--- config.mk ---
export PLATFORM = sky130hd
export DESIGN_NAME = cs_ctrl_flat
export DESIGN_NICKNAME = d
export VERILOG_FILES = /design/src/rtl/cs_ctrl_if.sv /design/src/rtl/cs_ctrl.sv /design/src/flat_wrapper.sv
export SDC_FILE = /design/constraint.sdc
export NUM_CORES = 1
export LEC_CHECK = 0
export BUFFER_PORTS_ARGS = -buffer_cell sky130_fd_sc_hd__buf_4
export CAP_MARGIN = 10
export CORE_MARGIN = 4
export CORE_UTILIZATION = 55
export CTS_BUF_LIST = sky130_fd_sc_hd__clkbuf_16
export CTS_CLUSTER_SIZE = 10
export DETAILED_ROUTE_END_ITERATION = 6
export GPL_TIMING_DRIVEN = 0
export PLACE_DENSITY = 0.75
export SLEW_MARGIN = 20
export SYNTH_ARGS = -nofsm -noshare
export SYNTH_HDL_FRONTEND = slang
export SYNTH_SLANG_ARGS = --single-unit
--- constraint.sdc ---
create_clock -name clk -period 6 [get_ports clk]
set_input_delay 0.9 -clock clk [delete_from_list [all_inputs] [get_ports clk]]
set_output_delay 0.9 -clock clk [all_outputs]
set_load 0.01 [all_outputs]
--- src/rtl/cs_ctrl_if.sv ---
// Command, handshake and status bundle between cs_ctrl and its peripherals.
// master = the controller side, slave = the peripheral/host side.
interface cs_ctrl_if #(
   parameter int CNT_W = 8
);
   logic             fs_udp_rx;
   logic             fd_udp_rx;
   logic             cmd_mode;
   logic             cmd_stop;
   logic [CNT_W-1:0] pkt_num;
   logic             fs_adc;
   logic             fs_cfg;
   logic             fd_cfg;
   logic             fs_adc_check;
   logic             fd_adc_check;
   logic             fs_adc_conf;
   logic             fd_adc_conf;
   logic             fs_adc_read;
   logic             fd_adc_read;
   logic             fs_udp_tx;
   logic             fd_udp_tx;
   logic [2:0]       dev_num;
   logic [CNT_W-1:0] pkt_cnt;
   logic             busy;
   logic             err;
   logic [1:0]       err_code;

   modport master (
      input  fs_udp_rx, cmd_mode, cmd_stop, pkt_num, fs_adc,
      input  fd_cfg, fd_adc_check, fd_adc_conf, fd_adc_read, fd_udp_tx,
      output fd_udp_rx, fs_cfg, fs_adc_check, fs_adc_conf, fs_adc_read, fs_udp_tx,
      output dev_num, pkt_cnt, busy, err, err_code
   );

   modport slave (
      output fs_udp_rx, cmd_mode, cmd_stop, pkt_num, fs_adc,
      output fd_cfg, fd_adc_check, fd_adc_conf, fd_adc_read, fd_udp_tx,
      input  fd_udp_rx, fs_cfg, fs_adc_check, fs_adc_conf, fs_adc_read, fs_udp_tx,
      input  dev_num, pkt_cnt, busy, err, err_code
   );
endinterface

--- src/rtl/cs_ctrl.sv ---
// Acquisition controller: configures the ADC chain, polls devices round-robin on
// each sample strobe and hands full packets to a parallel UDP transmit FSM.
module cs_ctrl #(
   parameter int DEV_CNT = 4,
   parameter int CNT_W   = 8,
   parameter int TO_MAX  = 1000
) (
   input  logic      clk,
   input  logic      rst,
   cs_ctrl_if.master bus
);
   typedef enum logic [2:0] {IDLE, CFG, CHECK, CONF, WAIT, READ, DONE, ERR} state_t;
   typedef enum logic {TX_IDLE, TX_SEND} tx_state_t;

   localparam logic [15:0] TO_LAST  = 16'(TO_MAX - 1);
   localparam logic [2:0]  DEV_LAST = 3'(DEV_CNT - 1);

   state_t           state_q, state_d;
   tx_state_t        tx_q, tx_d;
   logic [2:0]       dev_q, dev_d;
   logic [CNT_W-1:0] pkt_q, pkt_d;
   logic [1:0]       code_q, code_d;
   logic [15:0]      to_q, to_d;
   logic [15:0]      tx_to_q, tx_to_d;
   logic             sent_q, sent_d;
   logic             adc_prev_q, rx_prev_q;

   logic             rx_rise, adc_rise, idle_like, accept, hs_active, hs_done;
   logic             rd_done, pkt_ready, to_hit, ovf, tx_hit;
   logic [CNT_W-1:0] pkt_lim, pkt_inc;

   assign rx_rise   = bus.fs_udp_rx & ~rx_prev_q;
   assign adc_rise  = bus.fs_adc & ~adc_prev_q;
   assign idle_like = state_q inside {IDLE, DONE, ERR};
   assign accept    = idle_like & rx_rise;
   assign hs_active = state_q inside {CFG, CHECK, CONF, READ};
   assign pkt_lim   = (bus.pkt_num == '0) ? CNT_W'(1) : bus.pkt_num;
   assign pkt_inc   = pkt_q + CNT_W'(1);
   assign rd_done   = (state_q == READ) & bus.fd_adc_read;
   assign pkt_ready = rd_done & (pkt_inc == pkt_lim);
   assign ovf       = pkt_ready & (tx_q == TX_SEND);
   assign to_hit    = hs_active & ~hs_done & (to_q == TO_LAST);
   assign tx_hit    = (tx_q == TX_SEND) & ~bus.fd_udp_tx & (tx_to_q == TO_LAST);

   always_comb begin
      hs_done = 1'b0;
      case (state_q)
         CFG:     hs_done = bus.fd_cfg;
         CHECK:   hs_done = bus.fd_adc_check;
         CONF:    hs_done = bus.fd_adc_conf;
         READ:    hs_done = bus.fd_adc_read;
         default: hs_done = 1'b0;
      endcase
   end

   always_comb begin
      state_d = state_q;
      tx_d    = tx_q;
      dev_d   = dev_q;
      pkt_d   = pkt_q;
      code_d  = code_q;
      sent_d  = sent_q;

      case (tx_q)
         TX_IDLE: if (pkt_ready) tx_d = TX_SEND;
         TX_SEND: if (bus.fd_udp_tx) begin
            tx_d   = TX_IDLE;
            sent_d = 1'b1;
         end
         default: tx_d = TX_IDLE;
      endcase
      if (tx_hit) tx_d = TX_IDLE;

      case (state_q)
         IDLE, DONE, ERR: if (rx_rise) begin
            state_d = CFG;
            dev_d   = '0;
            pkt_d   = '0;
            code_d  = '0;
            tx_d    = TX_IDLE;
            sent_d  = 1'b0;
         end
         CFG:   if (bus.fd_cfg)       state_d = CHECK;
         CHECK: if (bus.fd_adc_check) state_d = CONF;
         CONF:  if (bus.fd_adc_conf)  state_d = WAIT;
         // Leaving WAIT for DONE takes priority over starting another read.
         WAIT: begin
            if ((bus.cmd_stop && tx_q == TX_IDLE) || (bus.cmd_mode && sent_q))
               state_d = DONE;
            else if (adc_rise)
               state_d = READ;
         end
         READ: if (bus.fd_adc_read) begin
            state_d = WAIT;
            dev_d   = (dev_q == DEV_LAST) ? '0 : dev_q + 3'd1;
            pkt_d   = pkt_ready ? '0 : pkt_inc;
         end
         default: state_d = IDLE;
      endcase

      // Error causes ranked: handshake timeout, then overflow, then TX timeout.
      if (to_hit) begin
         state_d = ERR;
         code_d  = 2'd1;
      end else if (ovf) begin
         state_d = ERR;
         code_d  = 2'd3;
      end else if (tx_hit && state_q != ERR && !accept) begin
         state_d = ERR;
         code_d  = 2'd2;
      end

      to_d    = (state_d == state_q && hs_active) ? to_q + 16'd1 : '0;
      tx_to_d = (tx_q == TX_SEND && tx_d == TX_SEND) ? tx_to_q + 16'd1 : '0;
   end

   always_ff @(posedge clk or negedge rst) begin
      if (!rst) begin
         state_q    <= IDLE;
         tx_q       <= TX_IDLE;
         dev_q      <= '0;
         pkt_q      <= '0;
         code_q     <= '0;
         to_q       <= '0;
         tx_to_q    <= '0;
         sent_q     <= 1'b0;
         adc_prev_q <= 1'b1;
         rx_prev_q  <= 1'b1;
      end else begin
         state_q    <= state_d;
         tx_q       <= tx_d;
         dev_q      <= dev_d;
         pkt_q      <= pkt_d;
         code_q     <= code_d;
         to_q       <= to_d;
         tx_to_q    <= tx_to_d;
         sent_q     <= sent_d;
         adc_prev_q <= bus.fs_adc;
         rx_prev_q  <= bus.fs_udp_rx;
      end
   end

   assign bus.fd_udp_rx    = accept;
   assign bus.fs_cfg       = (state_q == CFG);
   assign bus.fs_adc_check = (state_q == CHECK);
   assign bus.fs_adc_conf  = (state_q == CONF);
   assign bus.fs_adc_read  = (state_q == READ);
   assign bus.fs_udp_tx    = (tx_q == TX_SEND);
   assign bus.dev_num      = dev_q;
   assign bus.pkt_cnt      = pkt_q;
   assign bus.busy         = ~idle_like;
   assign bus.err          = (state_q == ERR);
   assign bus.err_code     = code_q;
endmodule

--- src/flat_wrapper.sv ---
// flat-port wrapper written by rule: the top's interface ports become plain ports
module cs_ctrl_flat 
#(
   parameter int DEV_CNT = 4,
   parameter int CNT_W   = 8,
   parameter int TO_MAX  = 1000
)
  (clk, rst, bus_fs_udp_rx, bus_cmd_mode, bus_cmd_stop, bus_pkt_num, bus_fs_adc, bus_fd_cfg, bus_fd_adc_check, bus_fd_adc_conf, bus_fd_adc_read, bus_fd_udp_tx, bus_fd_udp_rx, bus_fs_cfg, bus_fs_adc_check, bus_fs_adc_conf, bus_fs_adc_read, bus_fs_udp_tx, bus_dev_num, bus_pkt_cnt, bus_busy, bus_err, bus_err_code);
  cs_ctrl_if #(.CNT_W(CNT_W)) bus_i ();
  input  logic clk;
  input  logic rst;
  input wire logic [$bits(bus_i.fs_udp_rx)-1:0] bus_fs_udp_rx;
  input wire logic [$bits(bus_i.cmd_mode)-1:0] bus_cmd_mode;
  input wire logic [$bits(bus_i.cmd_stop)-1:0] bus_cmd_stop;
  input wire logic [$bits(bus_i.pkt_num)-1:0] bus_pkt_num;
  input wire logic [$bits(bus_i.fs_adc)-1:0] bus_fs_adc;
  input wire logic [$bits(bus_i.fd_cfg)-1:0] bus_fd_cfg;
  input wire logic [$bits(bus_i.fd_adc_check)-1:0] bus_fd_adc_check;
  input wire logic [$bits(bus_i.fd_adc_conf)-1:0] bus_fd_adc_conf;
  input wire logic [$bits(bus_i.fd_adc_read)-1:0] bus_fd_adc_read;
  input wire logic [$bits(bus_i.fd_udp_tx)-1:0] bus_fd_udp_tx;
  output wire logic [$bits(bus_i.fd_udp_rx)-1:0] bus_fd_udp_rx;
  output wire logic [$bits(bus_i.fs_cfg)-1:0] bus_fs_cfg;
  output wire logic [$bits(bus_i.fs_adc_check)-1:0] bus_fs_adc_check;
  output wire logic [$bits(bus_i.fs_adc_conf)-1:0] bus_fs_adc_conf;
  output wire logic [$bits(bus_i.fs_adc_read)-1:0] bus_fs_adc_read;
  output wire logic [$bits(bus_i.fs_udp_tx)-1:0] bus_fs_udp_tx;
  output wire logic [$bits(bus_i.dev_num)-1:0] bus_dev_num;
  output wire logic [$bits(bus_i.pkt_cnt)-1:0] bus_pkt_cnt;
  output wire logic [$bits(bus_i.busy)-1:0] bus_busy;
  output wire logic [$bits(bus_i.err)-1:0] bus_err;
  output wire logic [$bits(bus_i.err_code)-1:0] bus_err_code;
  assign bus_i.fs_udp_rx = bus_fs_udp_rx;
  assign bus_i.cmd_mode = bus_cmd_mode;
  assign bus_i.cmd_stop = bus_cmd_stop;
  assign bus_i.pkt_num = bus_pkt_num;
  assign bus_i.fs_adc = bus_fs_adc;
  assign bus_i.fd_cfg = bus_fd_cfg;
  assign bus_i.fd_adc_check = bus_fd_adc_check;
  assign bus_i.fd_adc_conf = bus_fd_adc_conf;
  assign bus_i.fd_adc_read = bus_fd_adc_read;
  assign bus_i.fd_udp_tx = bus_fd_udp_tx;
  assign bus_fd_udp_rx = bus_i.fd_udp_rx;
  assign bus_fs_cfg = bus_i.fs_cfg;
  assign bus_fs_adc_check = bus_i.fs_adc_check;
  assign bus_fs_adc_conf = bus_i.fs_adc_conf;
  assign bus_fs_adc_read = bus_i.fs_adc_read;
  assign bus_fs_udp_tx = bus_i.fs_udp_tx;
  assign bus_dev_num = bus_i.dev_num;
  assign bus_pkt_cnt = bus_i.pkt_cnt;
  assign bus_busy = bus_i.busy;
  assign bus_err = bus_i.err;
  assign bus_err_code = bus_i.err_code;
  cs_ctrl #(.DEV_CNT(DEV_CNT), .CNT_W(CNT_W), .TO_MAX(TO_MAX)) u_core (.clk(clk), .rst(rst), .bus(bus_i));
endmodule
# ---- After elaboration in Yosys (flattened, before gate mapping)
# Cells that the tools add are included.
dict set report op_classes {
  n_mux 38
  n_eq_ne 15
  add_sub_neg 4
  n_reduce_logical 18
  n_bitwise 16
}
# operator count
set ops {}
lappend ops {{2-to-1 mux 3 bit} 13}
lappend ops {{adder 16 x 1 -> 16 bit, second input constant} 2}
lappend ops {{equality test 16 x 10 -> 1 bit, second input constant} 2}
lappend ops {{2-to-1 mux 16 bit} 2}
lappend ops {{2-to-1 mux 8 bit} 4}
lappend ops {{one-hot mux 3 bit (6 select lines)} 1}
lappend ops {{one-hot mux 8 bit (2 select lines)} 1}
lappend ops {{equality test 3 bit, second input constant} 4}
lappend ops {{nonzero test 4 bit} 3}
lappend ops {{bitwise AND 1 bit} 10}
lappend ops {{2-to-1 mux 2 bit} 5}
lappend ops {{equality test 3 x 2 -> 1 bit, second input constant} 3}
lappend ops {{2-to-1 mux 1 bit} 9}
lappend ops {{adder 8 x 1 -> 8 bit, second input constant} 1}
lappend ops {{equality test 8 bit} 1}
lappend ops {{logical NOT 8 bit} 1}
lappend ops {{logical AND 1 bit} 6}
lappend ops {{inverter 1 bit} 6}
lappend ops {{one-hot mux 3 bit (2 select lines)} 1}
lappend ops {{one-hot mux 1 bit (4 select lines)} 1}
lappend ops {{adder 3 x 1 -> 3 bit, second input constant} 1}
lappend ops {{equality test 3 x 1 -> 1 bit, second input constant} 1}
lappend ops {{equality test 3 bit} 1}
lappend ops {{logical NOT 3 bit} 1}
lappend ops {{other kinds (11)} 11}
dict set report totals {
  out_inout_bits 21
  register_bits 52
  word_cells 101
}

# ---- Longest topological paths before layout
# Gate-level depths: netlist of run 1.
dict set report depth {
  word_depth 11
  depth_mapped 8
  ltp_nobuf 7
}

# ---- Worst setup path after synthesis of run 1
# Ideal clock, no wire load.
dict set report synth_path {
  path_type {input port to flip-flop}
  from {input bus_fd_udp_tx}
  to {register u_core.to_q[10]}
  n_path_buf 1
  setup_time_ps 116
  arrival_ps 2503
  setup_slack_ps 3381
  stages 7
  cell_sequence {and2b_1 > or4b_4 > nor4_4 > o31a_2 > a2bb2oi_4 > buf_6 > nor2_1}
}
dict set report synth_via {
  elab_chain_len 11
}
# item line_no
set synth_rtl {}
lappend synth_rtl {{from (decl)} flat_wrapper.sv:21} ;# input wire logic [$bits(bus_i.fd_udp_tx)-1:0] bus_fd_udp_tx;
lappend synth_rtl {{inverter 1 bit} cs_ctrl.sv:43} ;# assign tx_hit = (tx_q == TX_SEND) & ~bus.fd_udp_tx & (tx_to_q == TO_LAST);
lappend synth_rtl {{bitwise AND 1 bit (2 in series)} cs_ctrl.sv:43}
lappend synth_rtl {{logical AND 1 bit (2 in series)} cs_ctrl.sv:108} ;# end else if (tx_hit && state_q != ERR && !accept) begin
lappend synth_rtl {{2-to-1 mux 3 bit} cs_ctrl.sv:108}
lappend synth_rtl {{2-to-1 mux 3 bit} cs_ctrl.sv:105} ;# end else if (ovf) begin
lappend synth_rtl {{2-to-1 mux 3 bit} cs_ctrl.sv:102} ;# if (to_hit) begin
lappend synth_rtl {{equality test 3 bit} cs_ctrl.sv:113} ;# to_d = (state_d == state_q && hs_active) ? to_q + 16'd1 : '0;
lappend synth_rtl {{logical AND 1 bit} cs_ctrl.sv:113}
lappend synth_rtl {{2-to-1 mux 16 bit} cs_ctrl.sv:113}
lappend synth_rtl {{via u_core.to_d[10]} cs_ctrl.sv:23} ;# logic [15:0] to_q, to_d;
lappend synth_rtl {{to (signal assigned)} cs_ctrl.sv:135} ;# to_q <= to_d;
lappend synth_rtl {{to (decl)} cs_ctrl.sv:23}
# The timed path passes the listed nets, and every way through them passes these cells.
# A chain may end at the register's enable or synchronous reset.

# ---- Final worst setup path of run 1
dict set report layout_path {
  from {register u_core.state_q[1]}
  to {output bus_fd_udp_rx}
}
dict set report layout_via {
  elab_chain_len 3
  word_cells_on_any_way 5
  cone_classes {eq/ne (2); bitwise (1); reduce/logical (2)}
}
# item line_no
set layout_rtl {}
lappend layout_rtl {{from (decl)} cs_ctrl.sv:18} ;# state_t state_q, state_d;
lappend layout_rtl {{from (signal assigned)} cs_ctrl.sv:130} ;# state_q <= state_d;
lappend layout_rtl {{equality test 3 bit or logical NOT 3 bit (tied branches)} cs_ctrl.sv:34} ;# assign idle_like = state_q inside {IDLE, DONE, ERR};
lappend layout_rtl {{nonzero test 3 bit (*)} cs_ctrl.sv:34}
lappend layout_rtl {{bitwise AND 1 bit (*)} cs_ctrl.sv:35} ;# assign accept = idle_like & rx_rise;
lappend layout_rtl {{to (decl)} flat_wrapper.sv:22} ;# output wire logic [$bits(bus_i.fd_udp_rx)-1:0] bus_fd_udp_rx;
# Mark *: on every way between the ends. The rest lies on a longest branch, timed or not.

==> results of run 1 <==
==> placed cells by master (no fill, tap or decap), drive strengths merged, types with 2 or more instances in the layout <==
| cell type | netlist | final |
|---|---|---|
| o21bai | 2 | 2 |
| or2 | 2 | 2 |
| or3 | 5 | 5 |
| a22o | 6 | 6 |
| nor4 | 6 | 6 |
| nand3b | 2 | 2 |
| xor2 | 19 | 19 |
| nor3b | 3 | 3 |
| nor3 | 8 | 8 |
| clkbuf | 4 | 9 |
| nor2 | 47 | 47 |
| nor4b | 3 | 3 |
| dfstp | 2 | 2 |
| o21ai | 6 | 6 |
| xnor2 | 17 | 17 |
| buf | 9 | 48 |
| mux2i | 2 | 2 |
| o22ai | 2 | 2 |
| nor2b | 4 | 4 |
| nand3 | 15 | 15 |
| and2 | 7 | 7 |
| nand2b | 6 | 6 |
| nand4 | 11 | 11 |
| and3 | 11 | 11 |
| o31ai | 2 | 2 |
| bufinv | 0 | 2 |
| nand2 | 50 | 50 |
| and4 | 4 | 4 |
| inv | 8 | 8 |
| nand4b | 2 | 2 |
| a221oi | 3 | 3 |
| ha | 4 | 4 |
| or3b | 3 | 3 |
| a21oi | 13 | 13 |
| dfrtp | 50 | 50 |
| a31oi | 2 | 2 |
==> worst paths after layout <==
kind / endpoint / slack (ns)
worst min-delay path: u_core.to_q[0]$_DFF_PN0_ / 0.45
min in group asynchronous: u_core.tx_to_q[4]$_DFF_PN0_ / 0.65
worst max-delay path: bus_fd_udp_rx / 3.14
worst max register to register: u_core.bus.pkt_cnt[0]$_DFFE_PN0P_ / 3.57
worst min register to register: u_core.to_q[0]$_DFF_PN0_ / 0.45
max in group asynchronous: u_core.to_q[13]$_DFF_PN0_ / 4.90
==> registers in the layout (all words and copies together) (netlist names) <==
register / count
u_core.to_q: 16
u_core.tx_to_q: 16
u_core.bus.pkt_cnt: 8
u_core.bus.dev_num: 3
u_core.state_q: 3
u_core.bus.err_code: 2
u_core.adc_prev_q: 1
u_core.bus.fs_udp_tx: 1
u_core.rx_prev_q: 1
u_core.sent_q: 1
==> cells by family (layout without fill, tap and decap cells) <==
| logic type | after synthesis | count (layout) | synth area share |
|---|---|---|---|
| multiplexers | 3 | 3 | 0.00987 |
| AND/OR/NAND/NOR | 192 | 192 | 0.322 |
| XOR/XNOR | 36 | 36 | 0.0995 |
| flip-flops | 52 | 52 | 0.411 |
| buffers and inverters | 21 | 67 | 0.0328 |
| AO/OA/AOI/OAI | 45 | 45 | 0.109 |
| adder cells (fa/ha/maj) | 4 | 4 | 0.0158 |
==> layout make-up <==
class                           instances  area, um^2
Inverter                                8        30.0
Fill cell                             468        1800
Sequential cell                        52        1300
Clock buffer                            5         125
Clock inverter                          2        60.1
Multi-Input combinational cell        280        1760
Buffer                                 13        73.8
Tap cell                               72        90.1
Timing Repair Buffer                   39         293
==> worst max-delay path, stage by stage (launching register included) <==
cell     delay, ns
dfrtp_1       0.32
buf_2         0.20
buf_2         0.23
a21oi_1       0.14
nor2_1        0.55
buf_4         0.24
==> synth_stat cells, drive strengths merged, types with 4 or more instances <==
| cell type | n |
|---|---|
| xor2 | 19 |
| nor3 | 8 |
| and4 | 4 |
| and2 | 7 |
| o21ai | 6 |
| dfrtp | 50 |
| nor4 | 6 |
| buf | 9 |
| a21oi | 13 |
| and3 | 11 |
| nor2b | 4 |
| ha | 4 |
| nand2b | 6 |
| clkbuf | 4 |
| a22o | 6 |
| inv | 8 |
| nand4 | 11 |
| or3 | 5 |
| nand2 | 50 |
| nor2 | 47 |
| nand3 | 15 |
| xnor2 | 17 |
==> power by group through the flow <==
stage	clock network [mW]	logic [mW]	registers [mW]
global route	0.384	0.616	0.457
finish	0.357	0.564	0.448
global placement	0	0.548	0.453
CTS	0.368	0.563	0.448
detailed placement	0	0.558	0.454
floorplan	0	0.373	0.454
==> through the flow <==
stage,util,setup WS (ns),power (mW)
6_report,0.675,3.14,1.37
5_1_grt,0.675,3.02,1.46
4_1_cts,0.675,3.16,1.38
3_5_place_dp,0.641,3.03,1.01
3_3_place_gp,0.641,3.06,1.00
2_1_floorplan,-,3.38,0.827
==> per-layer routing <==
metal | track usage | vias up | part of all wire
met4 | 0.0614 | 0 | 0.014
met3 | 0.0405 | 10 | 0.046
met5 | 0 | - | 0
met1 | 0.299 | 1293 | 0.46
li1 | - | 1330 | -
met2 | 0.354 | 84 | 0.48
==> flow_summary.yaml, run 1 <==
outcome:
  status: "finished clean"
routing:
  drt_iter0_drc: 143
  wl_per_cell_um: 15.5
  drt_pre_antenna_iters: 6
  vias_per_cell: 5.77
  postRouteAntennaNets: 0
  wirelength_um: 7320
  vias: 2717
  drc: 0
critical_path:
  cp.arrival_ns: 1.96
  reg2reg_depth: 7
  critical_path_required_ns: 5.10
  setup.worst_path.start: "u_core.state_q[1]$_DFF_PN0_"
  crit_path_max_fanout: 10
  r2r-start: "u_core.bus.pkt_cnt[0]$_DFFE_PN0P_"
  critPathKind: "flip-flop to output port"
  end_kind: "output port"
  start_kind: "flip-flop"
power:
  pwr-share-clk: 0.261
  p_int_mw: 0.884
  swShare: 0.355
  seqPwrFrac: 0.327
  peakVddDrop_mv: 0.258
  powerDensity_mw_per_mm2: 366
  p_comb_frac: 0.412
  p_leak_nw: 1.66
  power_switching_mw: 0.485
cells_and_area:
  final_cells: 471
  antenna_cells: 0
  drive_gt1_frac: 0.180
  area.growth.synth_to_final_pct: 17.9
  nets: 422
  final_area_mm2: 0.00374
clocking:
  clk_path_buf_depth: 2
  postCtsHoldBufs: 0
  cts_max_level: 2
  cts_sinks: 52
  cts_root_buf: "clkbuf_16"
  cts_made_buffers: 5
  cts_setup_buffers: 0
  post_cts_resized: 0
  cts_tree: "built"
  clk_latency_ns: 0.29
  clk_pin_slew_worst_paths_ns: 0.07
logic_synthesis:
  synth_cell_types: 55
  synth_top_area_frac: 0.395
  synth_nets: 376
  syn_area_mm2: 0.00317
  ys_warn_count: 0
  synth_flop_cell: "dfrtp_1"
  synth_largest_area_cell: "dfrtp_1"
  synth_edf_count: 0
  yosysSeqAreaShare: 0.411
  async_flop_share: 1.00
  yosys_register_bits: 52
  postSynthCellCount: 353
  synth.avg_cell_area_um2: 8.98
  synth_area_leaders: "dfrtp_1 (39%), nand2_1 (5.9%), nor2_1 (5.6%), xor2_1 (5.3%), xnor2_1 (4.7%)"
global_route:
  grt_max_degree: 53
  grt_pass1_vias: 2702
  grt.overflow.total: 0
  antenna_found_initial: 0
  grt_pass1_wl_um: 12700
  track_usage: 0.218
sta:
  whs_ns: 0.455
  worst_pin_slew_ns: 0.665
  fmax_mhz: 350
  finClkSkew_ns: 0.00857
  setup_viol: 0
  slew_headroom: 0.555
  totalNegativeSetupSlack_ns: 0
  hold_viol: 0
  drv_slew: 0
  fin_crit_sh: 0.476
  rsz0062_at_grt: "no"
  fin_crit_ns: 2.86
die:
  core_area_mm2: 0.00554
  die_h_um: 83.9
  rows: 27
  dieWidth_um: 83.9
  start_util: 0.572
  num_io_pins: 40
  die_area_mm2: 0.00704
min_path:
  hold_path_class: "flip-flop to flip-flop"
  hold_start: "u_core.to_q[0]$_DFF_PN0_"
  holdPathStages: 1
flow_run:
  drv_cap: 0
placed_design:
  place_hpwl_um: 5250
  place_area_mm2: 0.00355
  gp_congestion: 0.890
  place_inst: 464
  port-buffer-count: 39
Note: power is estimated with default switching activity, not from simulation.
==> run 2: changes to the inputs <==
--- a/config.mk
+++ b/config.mk
@@ -8,12 +8,12 @@
 export BUFFER_PORTS_ARGS = -buffer_cell sky130_fd_sc_hd__buf_4
 export CAP_MARGIN = 10
 export CORE_MARGIN = 4
-export CORE_UTILIZATION = 55
+export CORE_UTILIZATION = 53
 export CTS_BUF_LIST = sky130_fd_sc_hd__clkbuf_16
 export CTS_CLUSTER_SIZE = 10
 export DETAILED_ROUTE_END_ITERATION = 6
 export GPL_TIMING_DRIVEN = 0
-export PLACE_DENSITY = 0.75
+export PLACE_DENSITY = 0.76
 export SLEW_MARGIN = 20
 export SYNTH_ARGS = -nofsm -noshare
 export SYNTH_HDL_FRONTEND = slang
==> constraint.sdc (replaced) <==
create_clock -name clk -period 2.5 [get_ports clk]
set_input_delay 0.375 -clock clk [delete_from_list [all_inputs] [get_ports clk]]
set_output_delay 0.375 -clock clk [all_outputs]
set_load 0.01 [all_outputs]
==> run 2 against run 1 <==
Net effect: core utilization fell by 1.3 points; sequential power is 140% higher; cell count increased by 0.42%; global-route usage is 0.43 points lower; worst hold slack got worse by 0.35 ns; count of clock-buffer cells in the layout stayed put; via count increased by 0.99%; non-clock buffer count increased by 1; flip-flop and latch count is the same; routed wire length is 0.49% lower; largest power group unchanged.
==> flow_summary.yaml, run 2 (same netlist as run 1, synthesis figures left out) <==
sta:
  finClkSkew_ns: 0.00502
  fin_crit_sh: 0.954
  fin_crit_ns: 2.39
  drv_slew: 0
  slew_headroom: 0.560
  worst_pin_slew_ns: 0.661
  hold_viol: 0
  rsz0062_at_grt: "no"
  fmax_mhz: 419
  setup_viol: 0
  totalNegativeSetupSlack_ns: 0
global_route:
  grt_max_degree: 53
  grt_pass1_vias: 2681
  grt_pass1_wl_um: 12800
  antenna_found_initial: 0
  grt.overflow.total: 0
  track_usage: 0.214
routing:
  drt_iter0_drc: 141
  drt_pre_antenna_iters: 4
  drc: 0
  wirelength_um: 7280
  postRouteAntennaNets: 0
  vias_per_cell: 5.80
  vias: 2744
  wl_per_cell_um: 15.4
critical_path:
  r2r_end: "u_core.bus.pkt_cnt[4]$_DFFE_PN0P_"
  r2r-start: "u_core.bus.pkt_cnt[0]$_DFFE_PN0P_"
  start_kind: "flip-flop"
  reg2reg_depth: 7
  crit_path_max_fanout: 7
  critPathKind: "flip-flop to flip-flop"
  end_kind: "flip-flop"
  rrSetupSlack_ns: 0.11
  cp.arrival_ns: 2.57
  critical_path_required_ns: 2.68
die:
  start_util: 0.562
  rows: 27
  die_area_mm2: 0.00728
  die_h_um: 85.3
  core_area_mm2: 0.00564
  num_io_pins: 40
  dieWidth_um: 85.3
cells_and_area:
  drive_gt1_frac: 0.190
  nets: 423
  area.growth.synth_to_final_pct: 17.8
  antenna_cells: 0
  mostFrequentLayoutCells: "nand2_1 (50), dfrtp_1 (50), nor2_1 (46), buf_4 (43), xor2_1 (19)"
  final_cells: 473
  fillers: 464
clocking:
  cts_max_level: 2
  postCtsHoldBufs: 0
  clk_latency_ns: 0.29
  cts_sinks: 52
  clk_path_buf_depth: 2
  cts_made_buffers: 5
  cts_root_buf: "clkbuf_16"
  cts_tree: "built"
  clk_pin_slew_worst_paths_ns: 0.07
placed_design:
  port-buffer-count: 39
  place_hpwl_um: 5370
  gp_congestion: 0.847
  place_inst: 464
flow_run:
  drv_cap: 0
outcome:
  status: "finished clean"
min_path:
  hold_path_class: "primary input to async pin"
power:
  powerDensity_mw_per_mm2: 856
  peakVddDrop_mv: 0.579
  p_leak_nw: 1.66
## run 2: final cells by class
type                       count  area [um^2]  area share
clock buffer                   5          125      0.0335
buffer                        13         73.8      0.0198
inverter                       8         30.0     0.00805
multi-input combinational    280         1770       0.474
sequential                    52         1300       0.349
timing repair buffer          40          300      0.0805
clock inverter                 3         38.8      0.0104
tap                           72         90.1      0.0241
## run 2: where the power goes
part,internal (mW),switching [mW]
clock network,0.467,0.296
logic,0.609,0.750
registers,0.949,0.122
## run 2: per-layer routing
metal | part of all wire | global-route usage | wire length, um
met4 | 0.011 | 0.0604 | 83
met2 | 0.49 | 0.350 | 3550
met5 | 0 | 0 | 0
met3 | 0.035 | 0.0330 | 257
met1 | 0.47 | 0.294 | 3390
## run 2: how the worst max path moves through the flow
stage                                            from                                end  slack, ns
detailed placement  u_core.bus.pkt_cnt[0]$_DFFE_PN0P_  u_core.bus.pkt_cnt[0]$_DFFE_PN0P_       0.05
floorplan           u_core.bus.pkt_cnt[0]$_DFFE_PN0P_  u_core.bus.pkt_cnt[0]$_DFFE_PN0P_       0.30
global placement                        bus_fd_udp_tx           u_core.to_q[5]$_DFF_PN0_        0.1
finish              u_core.bus.pkt_cnt[0]$_DFFE_PN0P_  u_core.bus.pkt_cnt[4]$_DFFE_PN0P_       0.11
CTS                 u_core.bus.pkt_cnt[0]$_DFFE_PN0P_  u_core.bus.pkt_cnt[0]$_DFFE_PN0P_       0.05
global route        u_core.bus.pkt_cnt[0]$_DFFE_PN0P_  u_core.bus.pkt_cnt[3]$_DFFE_PN0P_       0.03
## run 2: through the flow
step | setup WS [ns] | hold slack, ns | instance area, um^2 | power, mW | utilization
final | 0.114 | 0.105 | 3730 | 3.19 | 0.662
after global routing | 0.0263 | 0.189 | 3730 | 3.42 | 0.662
after CTS | 0.0460 | 0.150 | 3720 | 3.21 | 0.659
after detailed placement | 0.0532 | 0.457 | 3550 | 2.43 | 0.630
after global placement | 0.0961 | 0.445 | 3550 | 2.41 | 0.630
after floorplan | 0.296 | 0.0794 | 3170 | 1.99 | -
## run 2: timing repair
| item | in CTS | in global routing |
|---|---|---|
| resized for setup | 0 | 3 |
| setup endpoints to repair | 0 | 15 |
| buffers inserted | 0 | 1 |
## run 2: critical path, stage by stage, from the launching register on
cell,delay [ns]
dfrtp_1,0.49
ha_2,0.35
xor2_1,0.14
a311oi_1,0.32
nand4_1,0.14
a2111o_1,0.48
buf_4,0.19
a22o_1,0.17
==> run 3: changes to the inputs <==
--- a/config.mk
+++ b/config.mk
@@ -7,7 +7,7 @@
 export LEC_CHECK = 0
 export BUFFER_PORTS_ARGS = -buffer_cell sky130_fd_sc_hd__buf_4
 export CAP_MARGIN = 10
-export CORE_MARGIN = 4
+export CORE_MARGIN = 3
 export CORE_UTILIZATION = 53
 export CTS_BUF_LIST = sky130_fd_sc_hd__clkbuf_16
 export CTS_CLUSTER_SIZE = 10
==> run 3 against run 2 <==
Net effect: critical path depth unchanged; sequential share of layout area down 0.35 points; flip-flop and latch count unchanged; sequential power about the same; total power grew 4.3%; worst hold slack improved by 0.0061 ns; count of clock-buffer cells in the layout stayed put; critical path type unchanged; largest cell class unchanged; highest routed layer unchanged.
==> flow_summary.yaml, run 3 (same netlist as run 1, synthesis figures left out) <==
clocking:
  clk_pin_slew_worst_paths_ns: 0.07
  cts_sinks: 52
  postCtsHoldBufs: 0
  clk_latency_ns: 0.29
  cts_max_level: 2
  cts_root_buf: "clkbuf_16"
  clk_path_buf_depth: 2
  cts_tree: "built"
  cts_made_buffers: 5
global_route:
  grt.overflow.total: 0
  grt_pass1_wl_um: 12700
  antenna_found_initial: 0
  grt_max_degree: 53
  track_usage: 0.219
  grt_pass1_vias: 2733
cells_and_area:
  final_area_mm2: 0.00377
  area.growth.synth_to_final_pct: 18.9
  postLayoutCoreUtil: 0.668
  mostFrequentLayoutCells: "nand2_1 (50), dfrtp_1 (50), nor2_1 (46), buf_4 (43), xor2_1 (19)"
  drive_gt1_frac: 0.190
  nets: 423
  antenna_cells: 0
sta:
  fin_crit_sh: 0.956
  finClkSkew_ns: 0.00516
  fin_ws_ns: 0.111
  drv_slew: 0
  worst_pin_slew_ns: 0.655
  setup_viol: 0
  fmax_mhz: 419
  slew_headroom: 0.563
  whs_ns: 0.111
  totalNegativeSetupSlack_ns: 0
  hold_viol: 0
  fin_crit_ns: 2.39
  rsz0062_at_grt: "no"
placed_design:
  place_hpwl_um: 5290
  place_area_mm2: 0.00355
  post-place-ws_ns: 0.0213
  gp_congestion: 0.875
  port-buffer-count: 39
routing:
  wl_per_cell_um: 15.5
  drc: 0
  drt_pre_antenna_iters: 4
  wirelength_um: 7320
  drt_iter0_drc: 154
  postRouteAntennaNets: 0
  vias: 2769
  vias_per_cell: 5.85
die:
  die_area_mm2: 0.00694
  rows: 27
  start_util: 0.562
  num_io_pins: 40
  die_h_um: 83.3
  core_area_mm2: 0.00564
  dieWidth_um: 83.3
power:
  p_leak_nw: 1.67
  peakVddDrop_mv: 0.568
  powerDensity_mw_per_mm2: 883
flow_run:
  drv_cap: 0
critical_path:
  start_kind: "flip-flop"
  cp_cell_sequence: "ha_1 -> xor2_1 -> a311oi_2 -> nand4_1 -> a2111o_1 -> buf_4 -> a22o_1"
  cp.arrival_ns: 2.57
  end_kind: "flip-flop"
  critPathKind: "flip-flop to flip-flop"
  cp_slowest_cell: "a2111o_1"
  crit_path_max_fanout: 7
  critical_path_required_ns: 2.68
  slowest_delay_ns: 0.51
min_path:
  hold_path_class: "primary input to async pin"
outcome:
  status: "finished clean"
## run 3: cell types whose count changed in the layout (fill, tap and decap cells not counted)
cell and delta:
inv_1 -1, a311oi_1 -1, inv_6 +1, a21oi_2 -1
a21oi_1 +1, bufinv_16 +1, a211oi_4 +1, ha_2 -1
clkinv_2 -1, a211oi_2 -1, a311oi_2 +1, ha_1 +1
## run 3: metrics by stage
step	cells	total power, mW
global placement	464	2.40
global route	473	3.52
floorplan	353	1.99
CTS	472	3.33
detailed placement	464	2.43
finish	473	3.33
## run 3: final timing paths
path	start	to	slack, ns	depth (start not counted)
max in group asynchronous	rst	u_core.bus.pkt_cnt[6]$_DFFE_PN0P_	1.95	1
min reg2reg	u_core.to_q[0]$_DFF_PN0_	u_core.to_q[0]$_DFF_PN0_	0.47	1
max	u_core.bus.pkt_cnt[0]$_DFFE_PN0P_	u_core.bus.pkt_cnt[3]$_DFFE_PN0P_	0.11	7
min	rst	u_core.tx_to_q[2]$_DFF_PN0_	0.11	1
max reg2reg	u_core.bus.pkt_cnt[0]$_DFFE_PN0P_	u_core.bus.pkt_cnt[3]$_DFFE_PN0P_	0.11	7
min in group clk	bus_fs_udp_rx	u_core.rx_prev_q$_DFF_PN1_	0.20	1
## run 3: what timing repair did
action,CTS,global route
setup buffers,0,1
setup endpoints to repair,0,20
endpoints found under the hold margin,0,0
gates resized for setup,0,3
## run 3: critical path, delay by kind of cell (launching register included)
family	cells	cell delay (ns)
XOR/XNOR	1	0.16
flip-flops	1	0.47
AND/OR/NAND/NOR	1	0.12
AO/OA/AOI/OAI	3	0.95
buffers and inverters	1	0.19
adder cells (fa/ha/maj)	1	0.38
## run 3: layout make-up
class                      instances  area (um^2)
inverter                           8         30.0
buffer                            13         73.8
fill                             471         1870
multi-input combinational        280         1780
clock buffer                       5          125
clock inverter                     3         68.8
sequential                        52         1300
tap                               72         90.1
timing repair buffer              40          300
## run 3: where the power goes
part / switching, mW / internal [mW] / leakage (nW)
clock network: 0.319 / 0.578 / 0.0944
logic: 0.755 / 0.607 / 0.871
registers: 0.123 / 0.948 / 0.707
total: 1.20 / 2.13 / 1.67
## run 3: metal layers
metal | part of all wire | GRT usage
met1 | 0.45 | 0.290
met2 | 0.49 | 0.372
met3 | 0.058 | 0.0417
met4 | 0.0048 | 0.0505
met5 | 0 | 0
